--- src/rtl/ip_pkg.sv ---
// Shared IPv4 definitions: header layout in wire order, FSM states and checksum fold.
package ip_pkg;

  localparam int         IP_HEADER_BYTES = 20;
  localparam logic [7:0] IP_VERSION_IHL  = 8'h45;
  localparam logic [7:0] IP_TOS          = 8'h00;

  typedef logic [31:0] ipv4_addr_t;

  typedef struct packed {
    logic [7:0]  version_ihl;
    logic [7:0]  tos;
    logic [15:0] total_len;
    logic [15:0] id;
    logic [15:0] flags_frag;
    logic [7:0]  ttl;
    logic [7:0]  protocol;
    logic [15:0] checksum;
    ipv4_addr_t  src_ip;
    ipv4_addr_t  dest_ip;
  } ipv4_hdr_t;

  typedef enum logic [1:0] {ST_IDLE, ST_SUM, ST_FOLD, ST_SEND} hdr_state_t;

  // Two carry folds are enough: nine 16-bit words never exceed 20 bits.
  function automatic logic [15:0] ip_csum_fold(input logic [19:0] sum);
    logic [16:0] s;
    s = {1'b0, sum[15:0]} + {13'd0, sum[19:16]};
    s = {1'b0, s[15:0]} + {16'd0, s[16]};
    return ~s[15:0];
  endfunction

endpackage

--- src/rtl/ip_checksum_calc.sv ---
// Two-stage IPv4 header checksum: word sum, then carry fold and invert.
// Stages hold their contents while en is low so the result stays put downstream.
module ip_checksum_calc
  import ip_pkg::*;
(
  input  logic        clk,
  input  logic        en,
  input  ipv4_hdr_t   hdr,
  output logic [15:0] csum
);

  logic [19:0] sum_p0;
  logic [15:0] csum_p1;
  logic [15:0] unused_csum_field;

  assign unused_csum_field = hdr.checksum;

  function automatic logic [19:0] word_sum(input ipv4_hdr_t h);
    return {4'd0, h.version_ihl, h.tos} + {4'd0, h.total_len} + {4'd0, h.id}
         + {4'd0, h.flags_frag} + {4'd0, h.ttl, h.protocol}
         + {4'd0, h.src_ip[31:16]} + {4'd0, h.src_ip[15:0]}
         + {4'd0, h.dest_ip[31:16]} + {4'd0, h.dest_ip[15:0]};
  endfunction

  // Stage p0: raw 20-bit sum of the nine non-checksum words
  always_ff @(posedge clk) begin
    if (en) sum_p0 <= word_sum(hdr);
  end

  // Stage p1: folded, inverted checksum
  always_ff @(posedge clk) begin
    if (en) csum_p1 <= ip_csum_fold(sum_p0);
  end

  assign csum = csum_p1;

endmodule

--- src/rtl/ip_header_gen_wide.sv ---
// IPv4 header generator: latches fields on a length handshake and streams a 20-byte header.
// Optional macro IP_HEADER_GEN_ID_COUNTER_EN enables a rolling identification counter.
module ip_header_gen_wide
  import ip_pkg::*;
#(
  parameter int          AXIS_BYTES = 1,
  parameter logic [7:0]  TTL        = 8'd64,
  parameter logic [15:0] FLAGS_FRAG = 16'h4000,
  parameter logic [15:0] ID_INIT    = 16'h0000
) (
  input  logic                    clk,
  input  logic                    sresetn,
  input  logic [31:0]             src_ip,
  input  logic [31:0]             dest_ip,
  input  logic [7:0]              protocol,
  output logic                    payload_length_axis_tready,
  input  logic                    payload_length_axis_tvalid,
  input  logic                    payload_length_axis_tlast,
  input  logic [15:0]             payload_length_axis_tdata,
  input  logic                    axis_o_tready,
  output logic                    axis_o_tvalid,
  output logic                    axis_o_tlast,
  output logic [8*AXIS_BYTES-1:0] axis_o_tdata,
  output logic                    len_err
);

  localparam int         BW        = 8 * AXIS_BYTES;
  localparam int         HDR_W     = 8 * IP_HEADER_BYTES;
  localparam int         NBEATS    = IP_HEADER_BYTES / AXIS_BYTES;
  localparam logic [4:0] LAST_BEAT = 5'(NBEATS - 1);

  generate
    if (IP_HEADER_BYTES % AXIS_BYTES != 0) begin : g_bad_axis_bytes
      $error("AXIS_BYTES must divide the 20-byte header");
    end
  endgenerate

  hdr_state_t  state;
  logic [4:0]  beat;
  ipv4_hdr_t   hdr_q;
  ipv4_hdr_t   hdr_tx;
  logic [15:0] csum;
  logic [15:0] cur_id;
  logic [16:0] total;
  logic        len_hs;
  logic        last_hs;
  logic [BW-1:0] beat_data;
  logic        unused_tlast;

  assign unused_tlast = payload_length_axis_tlast;
  assign total   = {1'b0, payload_length_axis_tdata} + 17'd20;
  assign len_hs  = (state == ST_IDLE) && payload_length_axis_tready && payload_length_axis_tvalid;
  assign last_hs = (state == ST_SEND) && axis_o_tready && (beat == LAST_BEAT);

`ifdef IP_HEADER_GEN_ID_COUNTER_EN
  logic [15:0] id_q;

  always_ff @(posedge clk) begin
    if (!sresetn)     id_q <= ID_INIT;
    else if (last_hs) id_q <= id_q + 16'd1;
  end

  assign cur_id = id_q;
`else
  assign cur_id = ID_INIT;
`endif

  // Header fields are captured once; later input changes cannot reach the in-flight header
  always_ff @(posedge clk) begin
    if (len_hs && !total[16]) begin
      hdr_q <= '{version_ihl: IP_VERSION_IHL, tos: IP_TOS, total_len: total[15:0],
                 id: cur_id, flags_frag: FLAGS_FRAG, ttl: TTL, protocol: protocol,
                 checksum: 16'd0, src_ip: src_ip, dest_ip: dest_ip};
    end
  end

  ip_checksum_calc u_csum (
    .clk  (clk),
    .en   ((state == ST_SUM) || (state == ST_FOLD)),
    .hdr  (hdr_q),
    .csum (csum)
  );

  always_comb begin
    hdr_tx          = hdr_q;
    hdr_tx.checksum = csum;
    beat_data       = '0;
    for (int k = 0; k < NBEATS; k++) begin
      if (beat == 5'(k)) beat_data = hdr_tx[HDR_W-1-k*BW -: BW];
    end
  end

  assign axis_o_tdata = axis_o_tvalid ? beat_data : '0;

  always_ff @(posedge clk) begin
    if (!sresetn) begin
      state                      <= ST_IDLE;
      beat                       <= 5'd0;
      payload_length_axis_tready <= 1'b0;
      axis_o_tvalid              <= 1'b0;
      axis_o_tlast               <= 1'b0;
      len_err                    <= 1'b0;
    end else begin
      len_err <= 1'b0;
      case (state)
        ST_IDLE: begin
          payload_length_axis_tready <= 1'b1;
          if (len_hs) begin
            if (total[16]) begin
              len_err <= 1'b1;
            end else begin
              payload_length_axis_tready <= 1'b0;
              state                      <= ST_SUM;
            end
          end
        end
        ST_SUM: state <= ST_FOLD;
        ST_FOLD: begin
          state         <= ST_SEND;
          axis_o_tvalid <= 1'b1;
          axis_o_tlast  <= (LAST_BEAT == 5'd0);
        end
        ST_SEND: begin
          if (axis_o_tready) begin
            if (beat == LAST_BEAT) begin
              state                      <= ST_IDLE;
              beat                       <= 5'd0;
              axis_o_tvalid              <= 1'b0;
              axis_o_tlast               <= 1'b0;
              payload_length_axis_tready <= 1'b1;
            end else begin
              beat         <= beat + 5'd1;
              axis_o_tlast <= (beat + 5'd1 == LAST_BEAT);
            end
          end
        end
        default: state <= ST_IDLE;
      endcase
    end
  end

endmodule

--- config.mk ---
export PLATFORM = sky130hd
export DESIGN_NAME = ip_header_gen_wide
export DESIGN_NICKNAME = d
export VERILOG_FILES = /design/src/rtl/ip_pkg.sv /design/src/rtl/ip_checksum_calc.sv /design/src/rtl/ip_header_gen_wide.sv
export SDC_FILE = /design/constraint.sdc
export NUM_CORES = 1
export LEC_CHECK = 0
export ABC_AREA = 0
export CORE_MARGIN = 5
export CORE_UTILIZATION = 25
export CTS_CLUSTER_SIZE = 20
export DETAILED_ROUTE_END_ITERATION = 16
export GPL_TIMING_DRIVEN = 1
export PLACE_DENSITY = 0.41
export SLEW_MARGIN = 20
export SYNTH_ARGS = -nofsm -noshare
export SYNTH_HDL_FRONTEND = slang
export SYNTH_SLANG_ARGS = --single-unit
--- constraint.sdc ---
create_clock -name clk -period 4.57 [get_ports clk]
set_input_delay 1.1425 -clock clk [delete_from_list [all_inputs] [get_ports clk]]
set_output_delay 1.1425 -clock clk [all_outputs]
set_load 0.02 [all_outputs]
After elaboration in Yosys (flattened, before gate mapping)
Cells that the tools add are included.

storage, ports and cells
  register bits after elaboration = 135
  bits of input ports = 93
  output and inout port bits = 12
  word-level logic and storage cells = 104

operators by class
  $add $sub $neg = 11
  eq/ne operators = 27
  multiplexer cells = 38
  bitwise operators = 1
  reductions and logical operators = 15

operators by type and width
  cell                                                                   count
  8-bit two-way mux                                                      20
  20-bit by 16-bit adder with 20-bit output                              4
  5-bit by 4-bit equality test with 1-bit output, second input constant  8
  5-bit equality test, second input constant                             5
  20-bit by 15-bit adder with 20-bit output                              1
  20-bit by 15-bit adder with 20-bit output, second input constant       1
  5-bit by 3-bit equality test with 1-bit output, second input constant  4
  15-bit by 16-bit adder with 17-bit output, first input constant        1
  16-bit by 4-bit adder with 17-bit output                               1
  16-bit by 5-bit adder with 17-bit output, second input constant        1
  16-bit by 1-bit adder with 16-bit output                               1
  16-bit inverter                                                        1
  5-bit by 2-bit equality test with 1-bit output, second input constant  2
  3-bit AND reduction                                                    3
  1-bit two-way mux                                                      8
  2-bit two-way mux                                                      4
  2-bit case mux with 4 select lines                                     1
  7-bit two-way mux                                                      1
  2-bit inequality test, second input constant                           3
  1-bit case mux with 2 select lines                                     3
  5-bit by 1-bit adder with 5-bit output, second input constant          1
  5-bit by 1-bit equality test with 1-bit output, second input constant  1
  5-bit zero test                                                        1
  5-bit two-way mux                                                      1
  10 further kinds                                                       15

Depth between registers and ports, before layout
Gate-level depths: netlist of run 1.

  word-level depth = 22
  depth in mapped cells = 17
  gate-level depth less buffers = 17

By module
From an unflattened synthesis of run 1, not the netlist that was laid out.

second synthesis, totals
  cell total of the unflattened synthesis = 955
  area total of the unflattened synthesis = 10,487.6 µm²

modules (own cells, without submodules)
  module              instances  cells an instance  area an instance (µm²)  sequential area each (µm²)
  ip_checksum_calc    1          525                5,550.3                 1,081.0
  ip_header_gen_wide  1          430                4,937.2                 2,862.7

Worst setup path after synthesis of run 1
OpenSTA, ideal clock, no wires.

  path type = register to register
  start point = register hdr_q[136] (netlist name)
  end point = register u_csum.sum_p0[18], data pin
  library setup time = 0.264 ns
  arrival = 3.812 ns
  required time = 4.306 ns
  path slack = 0.495 ns
  cell stages (with the launch flop) = 13
  path buffers = 0
  period minus slack after synthesis = 4.075 ns
  cells stage by stage = edfxtp_1 ha_1 xor2_1 fa_1 inv_1 fa_1 fa_1 ha_1 a21o_1 or4_1 a31o_1 a221oi_2 o21ai_1

between the ends
  longest elaborated chain between the ends = 7

ends and longest elaborated chain
  item                                                    line                      source
  start: declaration                                      ip_header_gen_wide.sv:40  ipv4_hdr_t hdr_q;
  start signal: assignment                                ip_header_gen_wide.sv:71  hdr_q <= '{version_ihl: IP_VERSION_IHL, tos: IP_TOS, total_len: total[15:0],
  15-bit by 16-bit adder with 17-bit output               ip_checksum_calc.sv:19    return {4'd0, h.version_ihl, h.tos} + {4'd0, h.total_len} + {4'd0, h.id}
  20-bit by 15-bit adder with 20-bit output (2 in a row)  ip_checksum_calc.sv:20    + {4'd0, h.flags_frag} + {4'd0, h.ttl, h.protocol}
  20-bit by 16-bit adder with 20-bit output (2 in a row)  ip_checksum_calc.sv:21    + {4'd0, h.src_ip[31:16]} + {4'd0, h.src_ip[15:0]}
  20-bit by 16-bit adder with 20-bit output (2 in a row)  ip_checksum_calc.sv:22    + {4'd0, h.dest_ip[31:16]} + {4'd0, h.dest_ip[15:0]};
  end signal: assignment                                  ip_checksum_calc.sv:27    if (en) sum_p0 <= word_sum(hdr);
  end: declaration                                        ip_checksum_calc.sv:12    logic [19:0] sum_p0;

Every way passes these cells.
A chain may end at the register's enable or synchronous reset.

Worst setup path after layout of run 1
  start point = register beat[1]
  end point = output port axis_o_tdata[6]

between the ends
  longest elaborated chain between the ends = 22
  elaborated cells on any way between the ends = 41
  those cells by class = eq/ne: 19; mux: 21; reduce/logical: 1

ends and longest elaborated chain
  item                             line                       source
  start: declaration               ip_header_gen_wide.sv:39   logic [4:0] beat;
  start signal: assignment         ip_header_gen_wide.sv:132  beat <= beat + 5'd1;
  5-bit zero test                  ip_header_gen_wide.sv:89   if (beat == 5'(k)) beat_data = hdr_tx[HDR_W-1-k*BW -: BW];
  7-bit two-way mux                ip_header_gen_wide.sv:89
  8-bit two-way mux (18 in a row)  ip_header_gen_wide.sv:89
  8-bit two-way mux *              ip_header_gen_wide.sv:89
  8-bit two-way mux *              ip_header_gen_wide.sv:93   assign axis_o_tdata = axis_o_tvalid ? beat_data : '0;
  end: declaration                 ip_header_gen_wide.sv:23   output logic [8*AXIS_BYTES-1:0] axis_o_tdata,

Mark *: on every way between the ends. The rest lies on a longest branch, timed or not.

==> results.sh, run 1 <==
export IMPL_status="finished, final reports clean"
export IMPL_grt_util_met1_pct=20.1
export IMPL_grt_pass1_vias=6409
export IMPL_overflow=0
export IMPL_grt_first_pass_wirelength_um=41000
export IMPL_finClkSkew_ns=0.0101
export IMPL_synthTopCellsByCount="edfxtp_1, inv_1, fa_1, nand2_1, ha_1"
export IMPL_dp_slack_ns=0.139
export IMPL_synth_adder_area_share_pct=18.9
export IMPL_numCtsBuffers=17
export IMPL_setup_viol=0
export IMPL_die_w_um=197
export IMPL_start_util_pct=25.3
export IMPL_crit_required_ns=3.43
export IMPL_cp_start_kind="register"
export IMPL_ctsHoldBuffers=0
export IMPL_synth_top_cell_area_share_pct=42.1
export IMPL_vias_per_cell=4.62
export IMPL_layout_drive_gt1_share_pct=8.87
export IMPL_critPathArrivalTime_ns=3.24
export IMPL_root_buffer="clkbuf_16"
export IMPL_ant_nets=0
export IMPL_die_h_um=197
export IMPL_period_minus_slack_ns=4.39
export IMPL_num_antenna_cells=0
export IMPL_wl_per_cell_um=20.2
export IMPL_synth_edf_count=123
export IMPL_netlist_instances=776
export IMPL_cts_tree="built"
export IMPL_hold_viol_final=0
export IMPL_syn_num_nets=967
export IMPL_final_cells=1368
export IMPL_grt_usage_pct=14.3
export IMPL_first_iter_violations=383
export IMPL_synth_xor_area_share_pct=5.49
export IMPL_finalCritPeriodShare_pct=96.0
export IMPL_syn2layout_area_growth_pct=27.1
export IMPL_h_tree_depth=4
export IMPL_netlist_top_cells_area="edfxtp_1, fa_1, ha_1"
export IMPL_synthFlopType="edfxtp_1"
export IMPL_p_per_area_nw_per_um2=817
export IMPL_fillers=3511
export IMPL_maxCapViolCount=0
export IMPL_regArea_um2=3920
export IMPL_synth_simple_area_share_pct=12.0
export IMPL_place_area_um2=10500
export IMPL_core_um2=34600
export IMPL_hpwlAfterDp_um=22700
export IMPL_synth_top_area_cell="edfxtp_1"
export IMPL_met2_usage_pct=22.6
export IMPL_hold_depth=2
export IMPL_portBuffers=103
export IMPL_fmax_mhz=228
export IMPL_endpoint_kind="primary output"
export IMPL_seq_area_frac_synth_pct=44.6
export IMPL_async_reset_ff_share_pct=0
export IMPL_worstPathMaxFanout=11
export IMPL_use_met3_pct=2.69
export IMPL_rr_worst_depth=11
export IMPL_yosys_warnings=0
export IMPL_multi_input_comb_area_um2=4500
export IMPL_nNetsFinal=1091
export IMPL_fin_setup_tns_ns=0
export IMPL_yosysMostFrequentCell="edfxtp_1"
export IMPL_finalWirelength_um=27600
export IMPL_ioPinCount=105
export IMPL_vias=6322
export IMPL_rows=68
export IMPL_power_total_mw=9.11
export IMPL_p_leak_nw=4.10
export IMPL_synth_area_um2=8770
export IMPL_rsz0062_at_grt="yes"
export IMPL_crit_type="reg2out"
export IMPL_clock_sinks=134
export IMPL_slew_headroom_pct=49.5
export IMPL_fin_ws_ns=0.184
export IMPL_busiest_layer="met2"
export IMPL_hold_ws_ns=0.504
export IMPL_grt_max_degree=37
export IMPL_synth_mux_area_share_pct=0.114
export IMPL_ys_ff_latch=134
export IMPL_drv_slew=0
export IMPL_syn_avg_cell_area_um2=11.3
export IMPL_synth_top_family_by_area="adder cells"
export IMPL_fin_util_pct=32.2
export IMPL_dr_pass1_iters=5
export IMPL_cts_path_max_buffers=2
export IMPL_gp_congestion=0.886
export IMPL_min_path_type="reg2reg"
export IMPL_design_area_um2=11100
export IMPL_insertion_delay_ns=0.42
export IMPL_clk_pin_slew_ns=0.06
export IMPL_worst_pin_slew_ns=0.757
export IMPL_dpl_cell_count=1335
export IMPL_ir_worst_vdd_v=0.000456
export IMPL_synth_compound_area_share_pct=14.3
export IMPL_dieArea_um2=38900
export IMPL_antenna_found_initial=0
export IMPL_drc=0
export IMPL_ys_types=75
==> critical path, cell delays in order, from the launching register on <==
cell           delay (ns)
dfxtp_1              0.43
inv_1                0.10
ha_1                 0.35
nor2b_1              0.17
o21ai_1              0.12
o32ai_2              0.33
o21ai_1              0.13
a2111oi_0            0.42
nor3b_1              0.16
o21ai_1              0.24
dlygate4sd2_1        0.37
==> where the power goes <==
group / switching, mW / internal [mW] / total [mW]
Combinational: 2.84 / 2.29 / 5.13
Sequential: 0.372 / 2.11 / 2.49
Clock: 0.527 / 0.961 / 1.49
==> cell usage in the layout (no fill, tap or decap), types with 5 or more instances in the layout <==
cell	n
a211oi_1	8
a21o_1	10
a21oi_1	38
a22oi_1	6
a31oi_1	9
and2_1	10
and3_1	6
buf_4	24
bufinv_16	5
clkbuf_16	17
clkdlybuf4s50_1	99
dfxtp_1	8
edfxtp_1	123
fa_1	57
ha_1	38
inv_1	75
nand2_1	50
nand3_1	21
nand4_1	8
nor2_1	40
nor2b_1	18
nor3_1	11
o211ai_1	6
o21a_1	9
o21ai_0	37
o21ai_1	14
or3_1	8
xnor2_1	34
xor2_1	21
==> area by class of cell <==
class,instances,area share (%)
multi-input combinational,542,40.4
sequential,134,35.1
inverter,76,2.57
clock inverter,11,1.62
clock buffer,21,3.95
timing repair buffer,129,11.2
tap,455,5.11
==> cells by family after synthesis <==
| family | Yosys count |
|---|---|
| xor+xnor | 55 |
| flops | 134 |
| buf+inv | 100 |
| compound gates | 186 |
| simple gates | 202 |
| mux | 1 |
| fa+ha+maj | 98 |
==> sequential cells by signal, indices dropped and copies added (netlist names) <==
signal	cells
u_csum.sum_p0	19
hdr_q	88
payload_length_axis_tready	1
state	2
axis_o_tvalid	1
len_err	1
u_csum.csum	16
axis_o_tlast	1
beat	5
==> routing by layer <==
| layer | vias up | share of wire [%] |
|---|---|---|
| met5 | - | 0 |
| met4 | 0 | 2.1 |
| met3 | 23 | 3.5 |
| met2 | 133 | 47 |
| met1 | 3115 | 48 |
| li1 | 3051 | - |
==> timing repair <==
action	CTS	global route
hold endpoints to repair	0	0
cloned	0	0
endpoints found under the setup margin	4	9
pin swaps	0	2
buffers inserted	0	1
resized for setup	6	10
==> worst paths after layout <==
check / start / to / slack, ns
worst max-delay path: beat[1]$_SDFFE_PN0P_ / axis_o_tdata[6] / 0.18
worst min-delay path: payload_length_axis_tready$_SDFFE_PN0P_ / len_err$_SDFF_PN0_ / 0.50
worst max register to register: hdr_q[3]$_DFFE_PP_ / u_csum.sum_p0[17]$_DFFE_PP_ / 0.19
worst min register to register: payload_length_axis_tready$_SDFFE_PN0P_ / len_err$_SDFF_PN0_ / 0.50
Note: power is estimated with default switching activity, not from simulation.
==> run 2, diff against run 1 <==
--- a/config.mk
+++ b/config.mk
@@ -12,7 +12,8 @@
 export DETAILED_ROUTE_END_ITERATION = 16
 export GPL_TIMING_DRIVEN = 1
 export PLACE_DENSITY = 0.41
-export SLEW_MARGIN = 20
+export SLEW_MARGIN = 30
 export SYNTH_ARGS = -nofsm -noshare
 export SYNTH_HDL_FRONTEND = slang
 export SYNTH_SLANG_ARGS = --single-unit
+export TNS_END_PERCENT = 10
==> run 2 against run 1 <==
Compared with the run above: clock skew about the same; sequential share of layout area is 0.063 points higher; critical path depth up 1; via count rose by 0.27%; wire length shrank 0.13%; utilization decreased by 0.058 points; sequential cell count unchanged; clock power barely moved; critical path type unchanged; sequential power is essentially flat; die area stayed put; global-route usage is the same; hold slack about the same.
==> results.sh, run 2 (synthesized netlist as in run 1, its figures left out) <==
export IMPL_crit_top_cell="inv_1"
export IMPL_rows=68
export IMPL_holdCritStartpoint="payload_length_axis_tready$_SDFFE_PN0P_"
export IMPL_p_int_mw=5.37
export IMPL_overflow=0
export IMPL_hpwlAfterDp_um=22700
export IMPL_grt_max_degree=37
export IMPL_fin_ws_ns=0.158
export IMPL_design_area_um2=11100
export IMPL_layout_drive_gt1_share_pct=8.77
export IMPL_rsz0062_at_grt="yes"
export IMPL_power_frac_comb_pct=56.3
export IMPL_grt_pass1_vias=6409
export IMPL_ir_worst_vdd_v=0.000455
export IMPL_setup_viol=0
export IMPL_path_buf_inv=4
export IMPL_h_tree_depth=4
export IMPL_layout_common_cells="edfxtp_1, clkdlybuf4s50_1, inv_1, fa_1, nand2_1"
export IMPL_finalCritPeriodShare_pct=96.5
export IMPL_ant_nets=0
export IMPL_root_buffer="clkbuf_16"
export IMPL_endpoint_kind="primary output"
export IMPL_wl_per_cell_um=20.1
export IMPL_dp_slack_ns=0.139
export IMPL_nNetsFinal=1090
export IMPL_hold_end="len_err$_SDFF_PN0_"
export IMPL_die_w_um=197
export IMPL_gp_congestion=0.886
export IMPL_antenna_found_initial=0
export IMPL_crit_type="reg2out"
export IMPL_first_iter_violations=373
export IMPL_grt_usage_pct=14.3
export IMPL_insertion_delay_ns=0.42
export IMPL_clock_sinks=134
export IMPL_rr_worst_depth=11
export IMPL_portBuffers=103
export IMPL_vias=6339
export IMPL_drc=0
export IMPL_period_minus_slack_ns=4.41
export IMPL_dr_pass1_iters=5
export IMPL_syn2layout_area_growth_pct=26.9
export IMPL_p_leak_nw=4.07
export IMPL_clk_pin_slew_ns=0.06
export IMPL_drv_slew=0
export IMPL_cp_top_family="buffers and inverters"
export IMPL_die_h_um=197
export IMPL_top_register="hdr_q"
export IMPL_layout_commonest_cell="edfxtp_1"
export IMPL_switching_share_pct=41.0
export IMPL_dieArea_um2=38900
export IMPL_ioPinCount=105
export IMPL_hold_depth=2
export IMPL_fin_setup_tns_ns=0
export IMPL_switching_power_mw=3.73
export IMPL_cts_tree="built"
export IMPL_p_per_area_nw_per_um2=818
export IMPL_status="finished, final reports clean"
export IMPL_finClkSkew_ns=0.0101
export IMPL_core_um2=34600
export IMPL_cp_cell_sequence="ha_2 -> inv_1 -> nor2_1 -> ha_1 -> inv_1 -> buf_4 -> or3_1 -> o211ai_1 -> a21oi_1 -> a22o_1 -> clkdlybuf4s50_1"
export IMPL_fillers=3509
export IMPL_p_seq_share_pct=27.3
export IMPL_start_util_pct=25.3
export IMPL_largest_register_ff_count=88
export IMPL_min_path_type="reg2reg"
export IMPL_r2r_slack_ns=0.19
export IMPL_worstReg2RegStart="hdr_q[3]$_DFFE_PP_"
export IMPL_worstPathMaxFanout=8
export IMPL_clkPwrFrac_pct=16.4
export IMPL_numCtsBuffers=17
export IMPL_critPathArrivalTime_ns=3.27
export IMPL_cp_start_kind="register"
export IMPL_cts_path_max_buffers=2
export IMPL_worst_pin_slew_ns=0.757
export IMPL_worst_path_max_delay_cell="clkdlybuf4s50_1"
export IMPL_place_area_um2=10500
export IMPL_hold_ws_ns=0.504
export IMPL_critPathMaxStageDelay_ns=0.54
export IMPL_fmax_mhz=227
export IMPL_timing_rr_end="u_csum.sum_p0[17]$_DFFE_PP_"
export IMPL_num_antenna_cells=0
export IMPL_grt_first_pass_wirelength_um=41000
export IMPL_finalWirelength_um=27500
export IMPL_maxCapViolCount=0
export IMPL_vias_per_cell=4.64
export IMPL_crit_required_ns=3.43
export IMPL_slew_headroom_pct=49.5
export IMPL_hold_viol_final=0
-- run 2: cell types whose count changed in the layout (fill, tap and decap cells not counted), sizes merged --
cell,change
dlymetal6s2s,-1
clkdlybuf4s50,+1
buf,-1
-- run 2: routing by layer --
metal  vias to the layer above  GRT usage, %  part of all wire, %
met3                        23          2.69                  3.8
li1                       3046             -                    -
met5                         -             0                    0
met1                      3130          20.1                   47
met2                       140          22.6                   47
met4                         0          4.37                  2.1
-- run 2: worst max-delay path by stage --
| stage | start | endpoint | slack [ns] | cells past startpoint |
|---|---|---|---|---|
| final | beat[0]$_SDFFE_PN0P_ | axis_o_tdata[4] | 0.16 | 11 |
| after global routing | beat[0]$_SDFFE_PN0P_ | axis_o_tdata[4] | -0.01 | 11 |
| after detailed placement | hdr_q[2]$_DFFE_PP_ | u_csum.sum_p0[18]$_DFFE_PP_ | 0.14 | 13 |
| after floorplan | hdr_q[136]$_DFFE_PP_ | u_csum.sum_p0[18]$_DFFE_PP_ | 0.49 | 12 |
| after global placement | hdr_q[2]$_DFFE_PP_ | u_csum.sum_p0[18]$_DFFE_PP_ | 0.15 | 13 |
| after CTS | beat[4]$_SDFFE_PN0P_ | axis_o_tdata[0] | 0.006 | 9 |
-- run 2: power groups by stage --
stage,Clock (mW),Combinational [mW],Sequential (mW)
after floorplan,0,3.81,2.32
after global placement,0,5.08,2.53
after detailed placement,0,5.09,2.52
after CTS,1.53,5.11,2.50
after global routing,1.58,5.79,2.53
final,1.49,5.12,2.49
-- run 2: through the flow --
stage | total power, mW | util, % | instances
floorplan | 6.14 | - | 776
global placement | 7.61 | 30.2 | 1335
detailed placement | 7.61 | 30.2 | 1335
CTS | 9.14 | 32.0 | 1367
global route | 9.91 | 32.1 | 1367
finish | 9.10 | 32.1 | 1367
-- run 2: what timing repair did --
item	4_1_cts	5_1_grt
pin swaps	0	2
gates resized for setup	6	8
endpoints found under the setup margin	4	9
hold buffers	0	0
gates cloned	0	0
setup buffers	0	0
-- run 2: tightest hold or removal path, delay by kind of cell (launching register included) --
kind	cells	cell delay, ns
DFF	1	0.34
and+or+nand+nor	2	0.12
-- run 2: area by class of cell --
| type | count | area (um2) | area share (%) |
|---|---|---|---|
| Tap cell | 455 | 569 | 5.12 |
| Multi-Input combinational cell | 542 | 4490 | 40.4 |
| Clock buffer | 21 | 440 | 3.96 |
| Timing Repair Buffer | 128 | 1240 | 11.2 |
| Inverter | 76 | 287 | 2.57 |
| Clock inverter | 11 | 180 | 1.62 |
| Sequential cell | 134 | 3920 | 35.2 |
==> patch 1 (config.mk and constraints of run 2) <==
`IP_HEADER_BYTES`: 20 -> 40.
--- a/src/rtl/ip_pkg.sv
+++ b/src/rtl/ip_pkg.sv
@@ -2,5 +2,5 @@
 package ip_pkg;
 
-  localparam int         IP_HEADER_BYTES = 20;
+  localparam int         IP_HEADER_BYTES = 40;
   localparam logic [7:0] IP_VERSION_IHL  = 8'h45;
   localparam logic [7:0] IP_TOS          = 8'h00;
Function: changed (a bounded check fails within 10 cycles, from zero or initial values and one cycle with sresetn low).
==> patch 1 against run 2 <==
Global-route usage up 0.059 points; sequential share of layout area down 0.22 points; via count down 0.47%; synthesized area up 1.1%; design area up 0.60%; worst setup slack worse by 0.029 ns; sequential cell count unchanged; first-iteration DRC count down 2.1%; non-clock buffer count down 5; power down 2.4%; wire length up 0.37%; maximum frequency down 0.65%; clock skew up 0.0026 ns; largest power group unchanged.
==> patch 1: results (changes against run 2) <==
Crit. Startpoint -> beat[0]$_SDFFE_PN0P_
Slew @ Worst Pin -> 0.925 ns (+0.168 ns)
Hold Buf Count CTS -> 0 (unchanged)
Final Wtd Congestion -> 0.862 (-2.7%)
Syn_nets -> 975 (+0.83%)
Global-route wire length before repair -> 41,400 um (+0.96%)
FF-to-FF Start -> hdr_q[138]$_DFFE_PP_
Hold Vio Cnt, Final -> 0 (unchanged)
Fillers -> 3,521 (+0.34%)
GR met1 Demand/Resource -> 0.188 (-0.0129)
Largest net degree at the start of global routing -> 68 (+84%)
Gr usage total -> 0.144 (+0.000588)
Commonest cells in the synthesized netlist -> edfxtp_1, inv_1, fa_1
Sequential element share of the synthesized area -> 0.441 (-0.00479)
Met2 Use GR -> 0.234 (+0.00821)
Max reg flops -> 88 (unchanged)
Ranking of synthesized cells by area -> edfxtp_1, fa_1, ha_1
Outcome -> complete, no violations
Fin nets -> 1,091 (+0.092%)
Synth Area in Compound Gates -> 0.142 (-0.00154)
Adder-Cell Fraction of Synth Area -> 0.187 (-0.00202)
Mean routed wirelength per cell -> 20.1 um (-0.14%)
EDFF count, synth -> 123 (unchanged)
WHS Path Cells -> 2 (unchanged)
Crit-path max FO -> 17 (+9)
Worst Skew -> 0.0127 ns (+0.00257 ns)
Reg2Reg Depth -> 15 (+4)
Post-synthesis mux area share -> 0.00226 (+0.00112)
Pleak -> 4.20 nW (+3.0%)
Top_reg_cell synth -> edfxtp_1
DRT Pass-1 Iters -> 4 (-1)
R2R setup slack -> 0.21 ns (+0.02 ns)
Via Count -> 6,309 (-0.47%)
Maximum VDD drop -> 0.000391 V (-14%)
Xor and xnor fraction of the mapped netlist area -> 0.0589 (+0.00393)
R2R Path End -> u_csum.sum_p0[17]$_DFFE_PP_
Final HPWL DP -> 22,500 um (-1.1%)
Worst path arrival time -> 3.30 ns (+0.03 ns)
Post-synthesis cell type count -> 82 (+9.3%)
Hold EP -> state[0]$_SDFFE_PN0P_
Met3 usage -> 0.0315 (+0.00453)
Layout cells sized above 1 -> 0.0931 (+0.00538)
# port buffers -> 103 (unchanged)
Worst hold start -> state[0]$_SDFFE_PN0P_
1st-iter DRT viols -> 365 (-2.1%)
Vias in the first global route -> 6,588 (+2.8%)
[patch 1: critical path, cell delays in order (launching register included)]
cell,delay [ns]
dfxtp_1,0.43
inv_1,0.12
ha_4,0.24
nor2_1,0.16
buf_4,0.18
a221oi_1,0.08
nor4b_1,0.26
a21oi_1,0.11
o21ai_0,0.23
a21oi_1,0.11
nor3_2,0.28
clkdlybuf4s50_1,0.66
[patch 1: what timing repair did]
action / 4_1_cts / 5_1_grt
setup buffers: 0 / 0
cloned: 0 / 0
setup endpoints to repair: 8 / 9
gates resized for setup: 7 / 11
[patch 1: how the worst max path moves through the flow]
stage / end / slack (ns) / depth (start not counted)
2_1_floorplan: axis_o_tdata[3] / 0.35 / 14
3_3_place_gp: axis_o_tdata[6] / 0.19 / 11
4_1_cts: axis_o_tdata[7] / 0.006 / 9
6_report: axis_o_tdata[6] / 0.13 / 11
5_1_grt: axis_o_tdata[0] / 0.006 / 8
3_5_place_dp: u_csum.sum_p0[17]$_DFFE_PP_ / 0.20 / 15
[patch 1: kinds of logic (layout without fill, tap and decap cells)]
| logic type | Yosys count | after routing |
|---|---|---|
| mux | 2 | 2 |
| buf+inv | 111 | 240 |
| simple gates | 200 | 200 |
| fa+ha+maj | 98 | 98 |
| flops | 134 | 134 |
| compound gates | 181 | 181 |
| xor+xnor | 58 | 58 |
[patch 1: metrics by stage]
stage | setup slack (ns) | hold WS [ns] | cell area, sq um | power, W | std cells
after floorplan | 0.348 | 0.484 | 8870 | 0.00612 | 784
after global placement | 0.185 | 0.502 | 10500 | 0.00749 | 1342
after detailed placement | 0.203 | 0.503 | 10500 | 0.00749 | 1342
after CTS | 0.00598 | 0.514 | 11200 | 0.00899 | 1374
after global routing | 0.00645 | 0.569 | 11200 | 0.00971 | 1374
final | 0.130 | 0.514 | 11200 | 0.00888 | 1374
[patch 1: cell type report]
type,instances,share of cell area
multi-input cells,539,0.407
flip-flops and latches,134,0.350
clock inverters,15,0.0161
repair buffers,123,0.109
well taps,461,0.0515
clock buffers,17,0.0380
inverters,85,0.0286
[patch 1: where the power goes]
part / switching (W) / internal (W)
Combinational: 0.00280 / 0.00216
Clock: 0.000566 / 0.000861
Sequential: 0.000392 / 0.00210
Total: 0.00375 / 0.00513
[patch 1: routing by layer]
layer  share of wire  vias up
met5               0        -
met4           0.033        0
met3           0.038       30
met2            0.48      148
met1            0.45     3056
li1                -     3075
==> patch 2 (config.mk and constraints of run 2) <==
Without the edit above. One comparison of `beat` changes from == to >=.
--- a/src/rtl/ip_header_gen_wide.sv
+++ b/src/rtl/ip_header_gen_wide.sv
@@ -123,5 +123,5 @@
         ST_SEND: begin
           if (axis_o_tready) begin
-            if (beat == LAST_BEAT) begin
+            if (beat >= LAST_BEAT) begin
               state                      <= ST_IDLE;
               beat                       <= 5'd0;
Behaviour: no difference found for any inputs over 10 cycles, from zero or initial values and one cycle with sresetn low; that may be too few to reach the edited logic, so the function may still have changed.
==> patch 2 against run 2 <==
Synthesized area about the same; cell count increased by 0.37%; first-iteration DRC count increased by 21%; power decreased by 1.6%; design area increased by 0.65%; worst setup slack got worse by 0.072 ns; sequential cell count unchanged; worst hold slack got worse by 0.023 ns; wire length increased by 2.4%; critical path type unchanged; critical endpoint unchanged.
==> patch 2: results (changes against run 2) <==
Syn_nets -> 966 (-0.10%)
Ys Warns -> 0 (unchanged)
Postcts setup bufs -> 0 (unchanged)
Worst path arrival time -> 3.34 ns (+0.07 ns)
Worst-path clk slew -> 0.06 ns (about the same)
DP Cell Count -> 1,340 (+0.37%)
Post-synth ARST share -> 0 (unchanged)
DP Area -> 10,500 sq um (+0.44%)
Top reg by flops -> hdr_q
Slew margin rel. -> 0.435 (-0.0604)
Vias in the first global route -> 6,657 (+3.9%)
Reg2Reg Depth -> 14 (+3)
Pleak -> 4.16 nW (+2.1%)
Final Wtd Congestion -> 0.859 (-3.0%)
Crit-path max FO -> 11 (+3)
Ranking of synthesized cells by area -> edfxtp_1, fa_1, ha_1
Layout cells sized above 1 -> 0.0883 (+0.000612)
Worst-Skew Late Latency -> 0.42 ns (about the same)
# port buffers -> 103 (unchanged)
Worst Skew -> 0.00992 ns (-0.000220 ns)
Mean routed wirelength per cell -> 20.5 um (+2.0%)
1st-iter DRT viols -> 453 (+21%)
Clk Tree Root Cell -> clkbuf_16
Sequential element share of the synthesized area -> 0.447 (about the same)
Via density -> 4.67 (+0.80%)
Clk buf depth -> 2 (unchanged)
Global-route wire length before repair -> 42,100 um (+2.6%)
Initial antenna violation count -> 0 (unchanged)
WHS Path Cells -> 2 (unchanged)
Maximum VDD drop -> 0.000525 V (+15%)
Max reg flops -> 88 (unchanged)
Commonest cells in the synthesized netlist -> edfxtp_1, inv_1, fa_1
CTS Buf Count -> 17 (unchanged)
Fin nets -> 1,095 (+0.46%)
EDFF count, synth -> 123 (unchanged)
Outcome -> complete, no violations
Synthesized area per cell -> 11.3 sq um (about the same)
DRT Wirelength -> 28,200 um (+2.4%)
Gr usage total -> 0.146 (+0.00277)
Post-synthesis cell type count -> 78 (+4.0%)
Final HPWL DP -> 23,000 um (+1.3%)
Antenna diodes -> 0 (unchanged)
-- patch 2: worst paths after layout --
kind,from,end,slack (ns)
setup reg to reg,hdr_q[136]$_DFFE_PP_,u_csum.sum_p0[17]$_DFFE_PP_,0.14
setup / recovery,beat[0]$_SDFFE_PN0P_,axis_o_tdata[4],0.09
hold / removal,axis_o_tlast$_SDFFE_PN0P_,axis_o_tlast$_SDFFE_PN0P_,0.48
hold reg to reg,axis_o_tlast$_SDFFE_PN0P_,axis_o_tlast$_SDFFE_PN0P_,0.48
-- patch 2: critical path: stages (launching register included) --
cell             delay (ns)
dfxtp_1                0.34
buf_4                  0.16
inv_1                  0.08
ha_2                   0.35
inv_1                  0.20
buf_4                  0.20
or4_1                  0.52
o211a_1                0.12
a21oi_1                0.13
a211oi_1               0.08
o21a_1                 0.20
clkdlybuf4s50_1        0.54
-- patch 2: area by class of cell --
| cell class | count | area, sq um |
|---|---|---|
| Tap cell | 455 | 569 |
| Timing Repair Buffer | 133 | 1280 |
| Clock buffer | 17 | 425 |
| Clock inverter | 15 | 234 |
| Multi-Input combinational cell | 537 | 4480 |
| Sequential cell | 134 | 3910 |
| Inverter | 81 | 304 |
| Fill cell | 3605 | 23300 |
-- patch 2: timing repair --
action | in CTS | in global routing
resized for setup | 5 | 9
setup endpoints to repair | 8 | 9
pin swaps | 0 | 0
endpoints found under the hold margin | 0 | 0
-- patch 2: per-layer routing --
layer / track usage / routed length (um) / up-vias
met1: 0.199 / 12900 / 3155
met5: 0 / 0 / -
met2: 0.237 / 13400 / 166
met4: 0.0475 / 712 / 0
met3: 0.0256 / 1090 / 25
li1: - / - / 3067
-- patch 2: kinds of logic after synthesis --
group,share of synthesized area
AO/OA/AOI/OAI,0.160
AND/OR/NAND/NOR,0.100
flip-flops,0.447
buffers and inverters,0.0464
adder cells (fa/ha/maj),0.189
XOR/XNOR,0.0540
multiplexers,0.00385
-- patch 2: per-stage QoR --
| step | total power, W | setup TNS, ns | worst slack (ns) |
|---|---|---|---|
| 4_1_cts | 0.00904 | 0 | 0.00554 |
| 5_1_grt | 0.00975 | -0.256 | -0.0875 |
| 6_report | 0.00895 | 0 | 0.0866 |
| 2_1_floorplan | 0.00601 | 0 | 0.556 |
| 3_3_place_gp | 0.00744 | 0 | 0.185 |
| 3_5_place_dp | 0.00744 | 0 | 0.151 |
-- patch 2: power by group --
group / internal, W / switching [W] / leakage, nW / total, W
logic: 0.00220 / 0.00273 / 2.62 / 0.00493
registers: 0.00210 / 0.000370 / 1.23 / 0.00247
clock network: 0.00102 / 0.000532 / 0.315 / 0.00155
